**src/rtl/ofs_fim_flr_pkg.sv**
```systemverilog
// Shared types for the FLR responder: function id, AXI-S FLR beat, FSM states.
package ofs_fim_flr_pkg;

  localparam int PFN_W = 3;
  localparam int VFN_W = 11;

  typedef struct packed {
    logic             vf_active;
    logic [PFN_W-1:0] pfn;
    logic [VFN_W-1:0] vfn;
  } t_flr_func;

  typedef struct packed {
    logic      tvalid;
    t_flr_func tdata;
  } t_axis_pcie_flr;

  typedef enum logic [1:0] {
    IDLE   = 2'd0,
    ASSERT = 2'd1,
    WAIT   = 2'd2,
    RESP   = 2'd3
  } t_flr_state;

  localparam logic [15:0] FLR_TO_CNT_MAX = 16'hFFFF;

  function automatic int flr_max(input int a, input int b);
    return (a > b) ? a : b;
  endfunction

endpackage

```
**src/rtl/flr_req_fifo.sv**
```systemverilog
// Request queue. The output register always holds the next head, so a pop
// in IDLE sees valid data in the same cycle without a combinational RAM read.
module flr_req_fifo #(
  parameter int WIDTH = 15,
  parameter int DEPTH = 8,
  localparam int AW = $clog2(DEPTH),
  localparam int CW = AW + 1
) (
  input  logic             clk,
  input  logic             rst,
  input  logic             push,
  input  logic [WIDTH-1:0] din,
  input  logic             pop,
  output logic [WIDTH-1:0] dout,
  output logic             full,
  output logic             empty,
  output logic [CW-1:0]    count
);

  logic [WIDTH-1:0] mem_q [DEPTH];
  logic [AW-1:0]    wr_ptr_q, wr_ptr_d, rd_ptr_q, rd_ptr_d;
  logic [CW-1:0]    count_q, count_d;
  logic [WIDTH-1:0] dout_q, dout_d;
  logic             wr_en, rd_en;

  assign full  = (count_q == CW'(DEPTH));
  assign empty = (count_q == '0);
  assign count = count_q;
  assign dout  = dout_q;

  // Pointer/count update; a write on a full queue is allowed when a pop frees a slot.
  always_comb begin
    rd_en    = pop && !empty;
    wr_en    = push && (!full || rd_en);
    wr_ptr_d = wr_ptr_q + AW'(wr_en);
    rd_ptr_d = rd_ptr_q + AW'(rd_en);
    count_d  = count_q + CW'(wr_en) - CW'(rd_en);
    // Bypass the incoming word when it lands exactly at the next head slot.
    dout_d   = (wr_en && (wr_ptr_q == rd_ptr_d)) ? din : mem_q[rd_ptr_d];
  end

  // Storage array, no reset needed since count gates visibility.
  always_ff @(posedge clk) begin
    if (wr_en) mem_q[wr_ptr_q] <= din;
  end

  // Control and head registers.
  always_ff @(posedge clk or posedge rst) begin
    if (rst) begin
      wr_ptr_q <= '0;
      rd_ptr_q <= '0;
      count_q  <= '0;
      dout_q   <= '0;
    end else begin
      wr_ptr_q <= wr_ptr_d;
      rd_ptr_q <= rd_ptr_d;
      count_q  <= count_d;
      dout_q   <= dout_d;
    end
  end

endmodule

```
**src/rtl/pcie_flr_responder.sv**
```systemverilog
// FLR responder: queues FLR requests, holds the function reset, waits for
// quiesce (or times out), then returns the completion in request order.
module pcie_flr_responder
  import ofs_fim_flr_pkg::*;
#(
  parameter int FIFO_DEPTH     = 8,
  parameter int RST_CYCLES     = 16,
  parameter int TIMEOUT_CYCLES = 65536
) (
  input  logic           clk,
  input  logic           rst,
  input  t_axis_pcie_flr flr_req,
  output t_axis_pcie_flr flr_rsp,
  output logic           func_rst_valid,
  output t_flr_func      func_rst_id,
  input  logic           quiesce_done,
  output logic           busy,
  output logic           overflow,
  output logic [15:0]    timeout_cnt
);

  localparam int CNT_MAX = flr_max(RST_CYCLES, TIMEOUT_CYCLES);
  localparam int CNT_W   = (CNT_MAX > 1) ? $clog2(CNT_MAX) : 1;
  localparam int FCW     = $clog2(FIFO_DEPTH) + 1;

  t_flr_state       state_q, state_d;
  logic [CNT_W-1:0] cnt_q, cnt_d;
  t_flr_func        cur_q, cur_d;
  logic [15:0]      to_cnt_q, to_cnt_d;
  logic             ovf_q, ovf_d;
  logic             frv_q, frv_d;
  t_flr_func        fid_q, fid_d;
  logic             rsp_vld_q, rsp_vld_d;
  t_flr_func        rsp_dat_q, rsp_dat_d;

  logic             fifo_pop, fifo_full, fifo_empty;
  t_flr_func        fifo_dout;
  logic [FCW-1:0]   fifo_count;

  flr_req_fifo #(
    .WIDTH ($bits(t_flr_func)),
    .DEPTH (FIFO_DEPTH)
  ) u_fifo (
    .clk   (clk),
    .rst   (rst),
    .push  (flr_req.tvalid),
    .din   (flr_req.tdata),
    .pop   (fifo_pop),
    .dout  (fifo_dout),
    .full  (fifo_full),
    .empty (fifo_empty),
    .count (fifo_count)
  );

  assign flr_rsp        = {rsp_vld_q, rsp_dat_q};
  assign func_rst_valid = frv_q;
  assign func_rst_id    = fid_q;
  assign overflow       = ovf_q;
  assign timeout_cnt    = to_cnt_q;
  assign busy           = (state_q != IDLE) || (fifo_count != '0);

  // Sequencer; outputs are decoded from the next state so they are registered.
  always_comb begin
    state_d  = state_q;
    cnt_d    = cnt_q;
    cur_d    = cur_q;
    to_cnt_d = to_cnt_q;
    fifo_pop = 1'b0;
    case (state_q)
      IDLE: begin
        if (!fifo_empty) begin
          fifo_pop = 1'b1;
          cur_d    = fifo_dout;
          cnt_d    = CNT_W'(RST_CYCLES - 1);
          state_d  = ASSERT;
        end
      end
      ASSERT: begin
        if (cnt_q == '0) begin
          cnt_d   = CNT_W'(TIMEOUT_CYCLES - 1);
          state_d = WAIT;
        end else begin
          cnt_d = cnt_q - CNT_W'(1);
        end
      end
      WAIT: begin
        // Quiesce wins over expiry in the same cycle.
        if (quiesce_done) begin
          state_d = RESP;
        end else if (cnt_q == '0) begin
          if (to_cnt_q != FLR_TO_CNT_MAX) to_cnt_d = to_cnt_q + 16'd1;
          state_d = RESP;
        end else begin
          cnt_d = cnt_q - CNT_W'(1);
        end
      end
      RESP:    state_d = IDLE;
      default: state_d = IDLE;
    endcase

    frv_d     = (state_d == ASSERT);
    fid_d     = (state_d == ASSERT) ? cur_d : '0;
    rsp_vld_d = (state_d == RESP);
    rsp_dat_d = (state_d == RESP) ? cur_d : '0;
    // A request is lost only when the queue is full and nothing leaves this cycle.
    ovf_d     = ovf_q | (flr_req.tvalid && fifo_full && !fifo_pop);
  end

  // State and output registers; reset aborts any in-flight FLR.
  always_ff @(posedge clk or posedge rst) begin
    if (rst) begin
      state_q   <= IDLE;
      cnt_q     <= '0;
      cur_q     <= '0;
      to_cnt_q  <= '0;
      ovf_q     <= 1'b0;
      frv_q     <= 1'b0;
      fid_q     <= '0;
      rsp_vld_q <= 1'b0;
      rsp_dat_q <= '0;
    end else begin
      state_q   <= state_d;
      cnt_q     <= cnt_d;
      cur_q     <= cur_d;
      to_cnt_q  <= to_cnt_d;
      ovf_q     <= ovf_d;
      frv_q     <= frv_d;
      fid_q     <= fid_d;
      rsp_vld_q <= rsp_vld_d;
      rsp_dat_q <= rsp_dat_d;
    end
  end

endmodule

```
**config.mk**
```make
export PLATFORM = sky130hd
export DESIGN_NAME = pcie_flr_responder
export DESIGN_NICKNAME = d
export VERILOG_FILES = /design/src/rtl/ofs_fim_flr_pkg.sv /design/src/rtl/flr_req_fifo.sv /design/src/rtl/pcie_flr_responder.sv
export SDC_FILE = /design/constraint.sdc
export NUM_CORES = 1
export LEC_CHECK = 0
export CAP_MARGIN = 20
export CORE_MARGIN = 4
export CORE_UTILIZATION = 45
export CTS_CLUSTER_DIAMETER = 40
export CTS_CLUSTER_SIZE = 28
export DETAILED_ROUTE_END_ITERATION = 10
export GPL_ROUTABILITY_DRIVEN = 0
export SLEW_MARGIN = 20
export SYNTH_ARGS = -nofsm -noshare
export SYNTH_HDL_FRONTEND = slang
export SYNTH_SLANG_ARGS = --single-unit
```
**constraint.sdc**
```tcl
create_clock -name clk -period 4.5 [get_ports clk]
set_input_delay 0.9 -clock clk [delete_from_list [all_inputs] [get_ports clk]]
set_output_delay 0.9 -clock clk [all_outputs]
set_load 0.005 [all_outputs]
```
==> results of run 1 <==
## layer usage
| layer | vias up | wire [µm] | GRT usage, % |
|---|---|---|---|
| met5 | - | 0 | 0 |
| met1 | 2765 | 8490 | 22.9 |
| met3 | 25 | 1020 | 3.17 |
| met4 | 0 | 301 | 4.20 |
| met2 | 144 | 9370 | 27.7 |
| li1 | 2522 | - | - |
## cell families after synthesis
logic type / Yosys count / share of synthesized area [%]
flip-flops: 227 / 66.4
AND/OR/NAND/NOR: 174 / 10.2
multiplexers: 76 / 12.6
AO/OA/AOI/OAI: 60 / 4.19
buffers and inverters: 45 / 2.06
XOR/XNOR: 22 / 2.12
adder cells (fa/ha/maj): 18 / 2.46
## worst reg2reg max path, delay by kind of cell (launching register included)
family / cells / cell delay [ps]
flops: 1 / 350
fa+ha+maj: 2 / 920
buf+inv: 4 / 680
mux: 3 / 1070
simple gates: 2 / 400
## per-stage QoR
step	instances	hold WS (ps)	total power, µW
2_1_floorplan	622	460	2250
5_1_grt	1004	524	4830
3_5_place_dp	946	477	2290
3_3_place_gp	946	486	2280
6_report	1004	477	4660
4_1_cts	1004	491	4720
## synthesized netlist by cell type, types with 2 or more instances
| master | n | area (µm²) |
|---|---|---|
| ha_1 | 17 | 213 |
| nor2_2 | 4 | 25.0 |
| mux2_1 | 3 | 33.8 |
| or3_1 | 2 | 12.5 |
| nor2_1 | 25 | 93.8 |
| o2bb2ai_1 | 2 | 17.5 |
| nand2b_1 | 5 | 31.3 |
| or4_4 | 2 | 22.5 |
| nor2b_1 | 2 | 12.5 |
| a311o_1 | 2 | 20.0 |
| or2_2 | 2 | 12.5 |
| inv_1 | 20 | 75.1 |
| nor4_2 | 2 | 25.0 |
| xor2_1 | 11 | 96.3 |
| nand2_1 | 37 | 139 |
| buf_2 | 8 | 40.0 |
| xnor2_1 | 10 | 87.6 |
| edfxtp_1 | 120 | 3600 |
| nand4b_1 | 2 | 17.5 |
| mux4_2 | 30 | 676 |
| a31oi_1 | 3 | 18.8 |
| and2_1 | 17 | 106 |
| o311ai_0 | 3 | 26.3 |
| nor4_1 | 6 | 37.5 |
| and2_0 | 2 | 12.5 |
| nor3_1 | 30 | 150 |
| nand4bb_1 | 2 | 22.5 |
| nand3_1 | 10 | 50.1 |
| nand4_1 | 8 | 50.1 |
| or4_1 | 3 | 22.5 |
| and4_1 | 3 | 26.3 |
| o21a_1 | 3 | 22.5 |
| o211ai_1 | 5 | 37.5 |
| nor3b_1 | 3 | 22.5 |
| buf_4 | 2 | 15.0 |
| dfrtp_1 | 107 | 2680 |
| clkbuf_1 | 13 | 48.8 |
| mux2_2 | 43 | 484 |
| and3_1 | 2 | 12.5 |
| o21ai_0 | 19 | 95.1 |
| a21oi_1 | 12 | 60.1 |
## power by group through the flow
stage          clock network, µW  logic [µW]  registers (µW)
6_report                    2420        51.5            2190
5_1_grt                     2580        58.9            2190
4_1_cts                     2480        53.9            2190
3_5_place_dp                   0        53.7            2230
3_3_place_gp                   0        51.2            2230
2_1_floorplan                  0        14.1            2230
## state kept, by name, summed over array words and instances (netlist names), 2 cells and up
register,cells
cnt_q,16
cur_q,15
flr_rsp,15
func_rst_id,15
state_q,2
timeout_cnt,16
u_fifo.count,4
u_fifo.dout,15
u_fifo.mem_q,120
u_fifo.rd_ptr_q,3
u_fifo.wr_ptr_q,3
## placed cells by master (no fill, tap or decap), types with 4 or more instances in the layout
cell / n
edfxtp_1: 120
dfrtp_1: 107
clkdlybuf4s50_1: 68
mux2_2: 43
nand2_1: 37
clkbuf_16: 31
mux4_2: 30
nor3_1: 26
nor2_1: 25
inv_1: 19
o21ai_0: 19
and2_1: 17
ha_1: 16
a21oi_1: 12
xor2_1: 11
nand3_1: 10
xnor2_1: 10
buf_4: 9
nand4_1: 8
inv_6: 6
nand2b_1: 5
nor4_1: 5
o211ai_1: 5
nor3_4: 4
nor2_2: 4
clkinvlp_4: 4
clkinv_4: 4
## layout make-up
| class | count | area share (%) |
|---|---|---|
| sequential | 227 | 54.2 |
| inverter | 20 | 0.670 |
| clock inverter | 23 | 2.22 |
| multi-input combinational | 350 | 26.3 |
| tap | 270 | 2.92 |
| clock buffer | 35 | 6.91 |
| timing repair buffer | 79 | 6.80 |
## final timing paths
kind	start	endpoint	slack, ps	cells after the start
setup / recovery	u_fifo.count[2]	u_fifo.dout[5]	940	11
hold / removal	overflow	overflow	480	1
setup reg to reg	u_fifo.count[2]	u_fifo.dout[5]	940	11
hold reg to reg	overflow	overflow	480	1
max in group asynchronous	rst	u_fifo.dout[6]	2960	3
min in group asynchronous	rst	timeout_cnt[15]	790	2
==> flow_metrics.tcl, run 1 <==
set metrics [dict create \
    drtPass1Iterations 4 \
    drive_gt1_share_pct 22.2 \
    rows 52 \
    slew_headroom_pct 31.9 \
    cp_num_buf_inv 4 \
    cp_common_cell "inv_1" \
    maxCapViolations 0 \
    fp.dieW_um 153 \
    dp_slack_ps 892 \
    dominantRegCellSynth "edfxtp_1" \
    maxSlewViolCount 0 \
    seqCellArea_um2 6280 \
    critical_path_class "reg2reg" \
    max_stage_delay_ps 720 \
    cp_slowest_cell "ha_2" \
    grt_pass1_wl_um 31500 \
    fmax_mhz 281 \
    antenna_found_initial 0 \
    synth_seq_cells 227 \
    initial_utilization_pct 46.3 \
    yosysSeqAreaShare_pct 66.4 \
    rsz0062_at_grt "no" \
    grt_usage_pct 16.7 \
    start_kind "register" \
    crit_path_max_fanout 18 \
    combPwrFrac_pct 1.1 \
    multi_input_comb_area_um2 3040 \
    path_delay_family "multiplexers" \
    wirelength_um 19200 \
    drc 0 \
    synth.avg_cell_area_um2 15.2 \
    syn-num-nets 659 \
    ctsHoldBuffers 0 \
    p_sw_uw 1010 \
    setup_slack_ps 943 \
    port_buffers 68 \
    fin_util_pct 56.7 \
    die_h_um 153 \
    drtIter0Drc 292 \
    fill_cells 1645 \
    place_hpwl_um 12200 \
    cp-end-kind "register" \
    area_growth_pct 22.4 \
    syn_area_um2 9460 \
    hold_viol 0 \
    placed_area_um2 10500 \
    fin_crit_ps 3560 \
    wire_per_inst_um 19.1 \
    clock_skew_ps 13.5 \
    routed_via_density 5.43 \
    clock_power_share_pct 51.8 \
    core_area_um2 20400 \
    async_flop_share_pct 47.1 \
    outcome "finished, final reports clean" \
    finalNetCount 746 \
    vias 5456 \
    cts_root_buffer "clkbuf_16" \
    dieArea_um2 23400 \
    worstMarginPinSlew_ps 1020 \
    fin_setup_tns_ps 0 \
    ctsResizeCount 0 \
    timing.final.crit_share_pct 79.0 \
    postCtsSetupBuffers 0 \
    p_leak_uw 0.00438 \
    sw_frac_of_total_pct 21.6 \
    seq_power_share_pct 47.0 \
    peakVddDrop_mv 0.313 \
    crit_arrival_ps 3980 \
    grt_max_degree 58 \
    setup_viol 0 \
    cts_buffer_depth 3 \
    power.internal_uw 3650 \
    first_global_vias 5735 \
    cts_max_level 1 \
    synthCells 622 \
    gr-total-overflow 0 \
    stdcell_area_um2 11600 \
    worstPathCellList "inv_1 > ha_1 > nor3b_1 > nand2b_1 > buf_4 > inv_1 > ha_2 > buf_12 > mux4_2 > mux2_2 > mux2_1" \
    cp_data_required_time_ps 4920 \
    numCtsBuffers 31 \
    num_io_pins 69 \
    ys_warn_count 0 \
    diodes 0 \
    clk_pin_slew_worst_paths_ps 60 \
    power_density_nw_per_um2 402 \
    ys_types 61 \
    insertion_delay_ps 550 \
    hold_class "reg2reg" \
    drtAntennaViolNets 0 \
    cts_tree "yes" \
    clock_sinks 227 \
    synth_edf_count 120 \
]
Power figures use the tool's default switching activity.
==> run 2: changes to the inputs <==
--- a/config.mk
+++ b/config.mk
@@ -12,6 +12,7 @@
 export CTS_CLUSTER_SIZE = 28
 export DETAILED_ROUTE_END_ITERATION = 10
 export GPL_ROUTABILITY_DRIVEN = 0
+export PLACE_DENSITY = 0.66
 export SLEW_MARGIN = 20
 export SYNTH_ARGS = -nofsm -noshare
 export SYNTH_HDL_FRONTEND = slang
==> constraint.sdc (replaced) <==
create_clock -name clk -period 3 [get_ports clk]
set_input_delay 0.6 -clock clk [delete_from_list [all_inputs] [get_ports clk]]
set_output_delay 0.6 -clock clk [all_outputs]
set_load 0.005 [all_outputs]
==> run 2 against run 1 <==
Non-clock buffer count up 14. Sequential share of layout area fell by 0.85 points. Critical path type unchanged. Clock skew barely moved. Core utilization increased by 0.90 points.
==> flow_metrics.tcl, run 2 (synthesized netlist as in run 1, its figures left out) <==
set metrics [dict create \
    port_buffers 68 \
    layout_common_cells "120 x edfxtp_1, 107 x dfrtp_1, 68 x clkdlybuf4s50_1" \
    hold_viol 0 \
    diodes 0 \
    initial_utilization_pct 46.3 \
    worstPathCellList "inv_1 > ha_1 > nor3b_2 > nand2b_1 > inv_1 > ha_4 > ha_2 > buf_8 > mux4_2 > mux2_2 > mux2_2" \
    vias 5591 \
    dieArea_um2 23400 \
    setup_viol 0 \
    die_h_um 153 \
    worstMarginPinSlew_ps 747 \
    p_total_uw 6930 \
    timing.final.crit_share_pct 95.2 \
    largest-register "u_fifo.mem_q" \
    drtIter0Drc 282 \
    finalNetCount 760 \
    clock_skew_ps 13.6 \
    fmax_mhz 350 \
    power_density_nw_per_um2 589 \
    numCtsBuffers 31 \
    layout_commonest_cell "edfxtp_1" \
    grt_usage_pct 16.8 \
    drtPass1Iterations 5 \
    first_global_vias 5853 \
    core_area_um2 20400 \
    fin_crit_ps 2860 \
    wire_per_inst_um 19.2 \
    drive_gt1_share_pct 24.5 \
    fin_setup_tns_ps 0 \
    cp_data_required_time_ps 3420 \
    rows 52 \
    peakVddDrop_mv 0.421 \
    slew_headroom_pct 50.1 \
    insertion_delay_ps 550 \
    p_leak_uw 0.00449 \
    antenna_found_initial 0 \
    critical_path_class "reg2reg" \
    grt_max_degree 48 \
    gr-total-overflow 0 \
    crit_arrival_ps 3280 \
    maxSlewViolCount 0 \
    cts_root_buffer "clkbuf_16" \
    stdcell_area_um2 11800 \
    outcome "finished, final reports clean" \
    area_growth_pct 24.4 \
    cp-end-kind "register" \
    start_kind "register" \
    ctsHoldBuffers 0 \
    max_stage_delay_ps 400 \
    clk_pin_slew_worst_paths_ps 60 \
    wirelength_um 19600 \
    drc 0 \
    cts_tree "yes" \
    grt_pass1_wl_um 31800 \
    hold_class "reg2reg" \
    rsz0062_at_grt "no" \
    cp_num_buf_inv 3 \
    place_hpwl_um 12600 \
    cts_buffer_depth 3 \
    fp.dieW_um 153 \
    cts_max_level 1 \
    crit_path_max_fanout 14 \
    routed_via_density 5.49 \
    largest_register_ffs 120 \
    num_io_pins 69 \
    drtAntennaViolNets 0 \
    maxCapViolations 0 \
    path_delay_family "multiplexers" \
    cp_slowest_cell "ha_2" \
    clock_sinks 227 \
    placed_area_um2 10700 \
]
## run 2: cell count changes in the layout (fill, tap and decap cells not counted), sizes merged
cell,previous run,this run
bufinv,2,0
buf,11,24
clkinvlp,4,2
inv,30,34
clkinv,7,11
clkbuf,35,32
## run 2: where the power goes
group | total [µW] | switching (µW) | internal (µW) | leakage (µW)
clock network | 3560 | 1550 | 2010 | 0.000515
logic | 81.4 | 54.8 | 26.6 | 0.00149
registers | 3290 | 0.0000000000000400 | 3290 | 0.00248
## run 2: final timing paths
check	startpoint	end	slack, ps	cells past startpoint
max	u_fifo.count[2]	u_fifo.dout[11]	140	11
min	overflow	overflow	480	1
max reg2reg	u_fifo.count[2]	u_fifo.dout[11]	140	11
min reg2reg	overflow	overflow	480	1
max in group asynchronous	rst	cnt_q[3]	1780	3
min in group asynchronous	rst	func_rst_id[6]	530	2
## run 2: area by class of cell
cell class,instances,area (µm²)
Inverter,20,78.8
Sequential cell,227,6280
Clock buffer,31,776
Multi-Input combinational cell,350,3060
Tap cell,270,338
Clock inverter,27,279
Timing Repair Buffer,93,960
Fill cell,1607,8660
## run 2: timing repair
item / in CTS / in global routing
buffers inserted: 0 / 0
endpoints found under the setup margin: 0 / 9
resized for setup: 0 / 5
## run 2: through the flow
stage / hold WS (ps) / worst slack, ps / std cells / util, %
2_1_floorplan: 460 / 11.3 / 622 / -
3_3_place_gp: 479 / 153 / 959 / 52.2
3_5_place_dp: 476 / 89.6 / 959 / 52.2
4_1_cts: 489 / 60.7 / 1017 / 57.4
5_1_grt: 516 / 21.5 / 1018 / 57.6
6_report: 484 / 144 / 1018 / 57.6
## run 2: layer usage
| layer | GRT usage, % | vias up | wire, µm |
|---|---|---|---|
| met3 | 3.19 | 33 | 1100 |
| met4 | 4.67 | 0 | 360 |
| met1 | 23.2 | 2839 | 8560 |
| li1 | - | 2559 | - |
| met2 | 27.4 | 160 | 9530 |
| met5 | 0 | - | 0 |
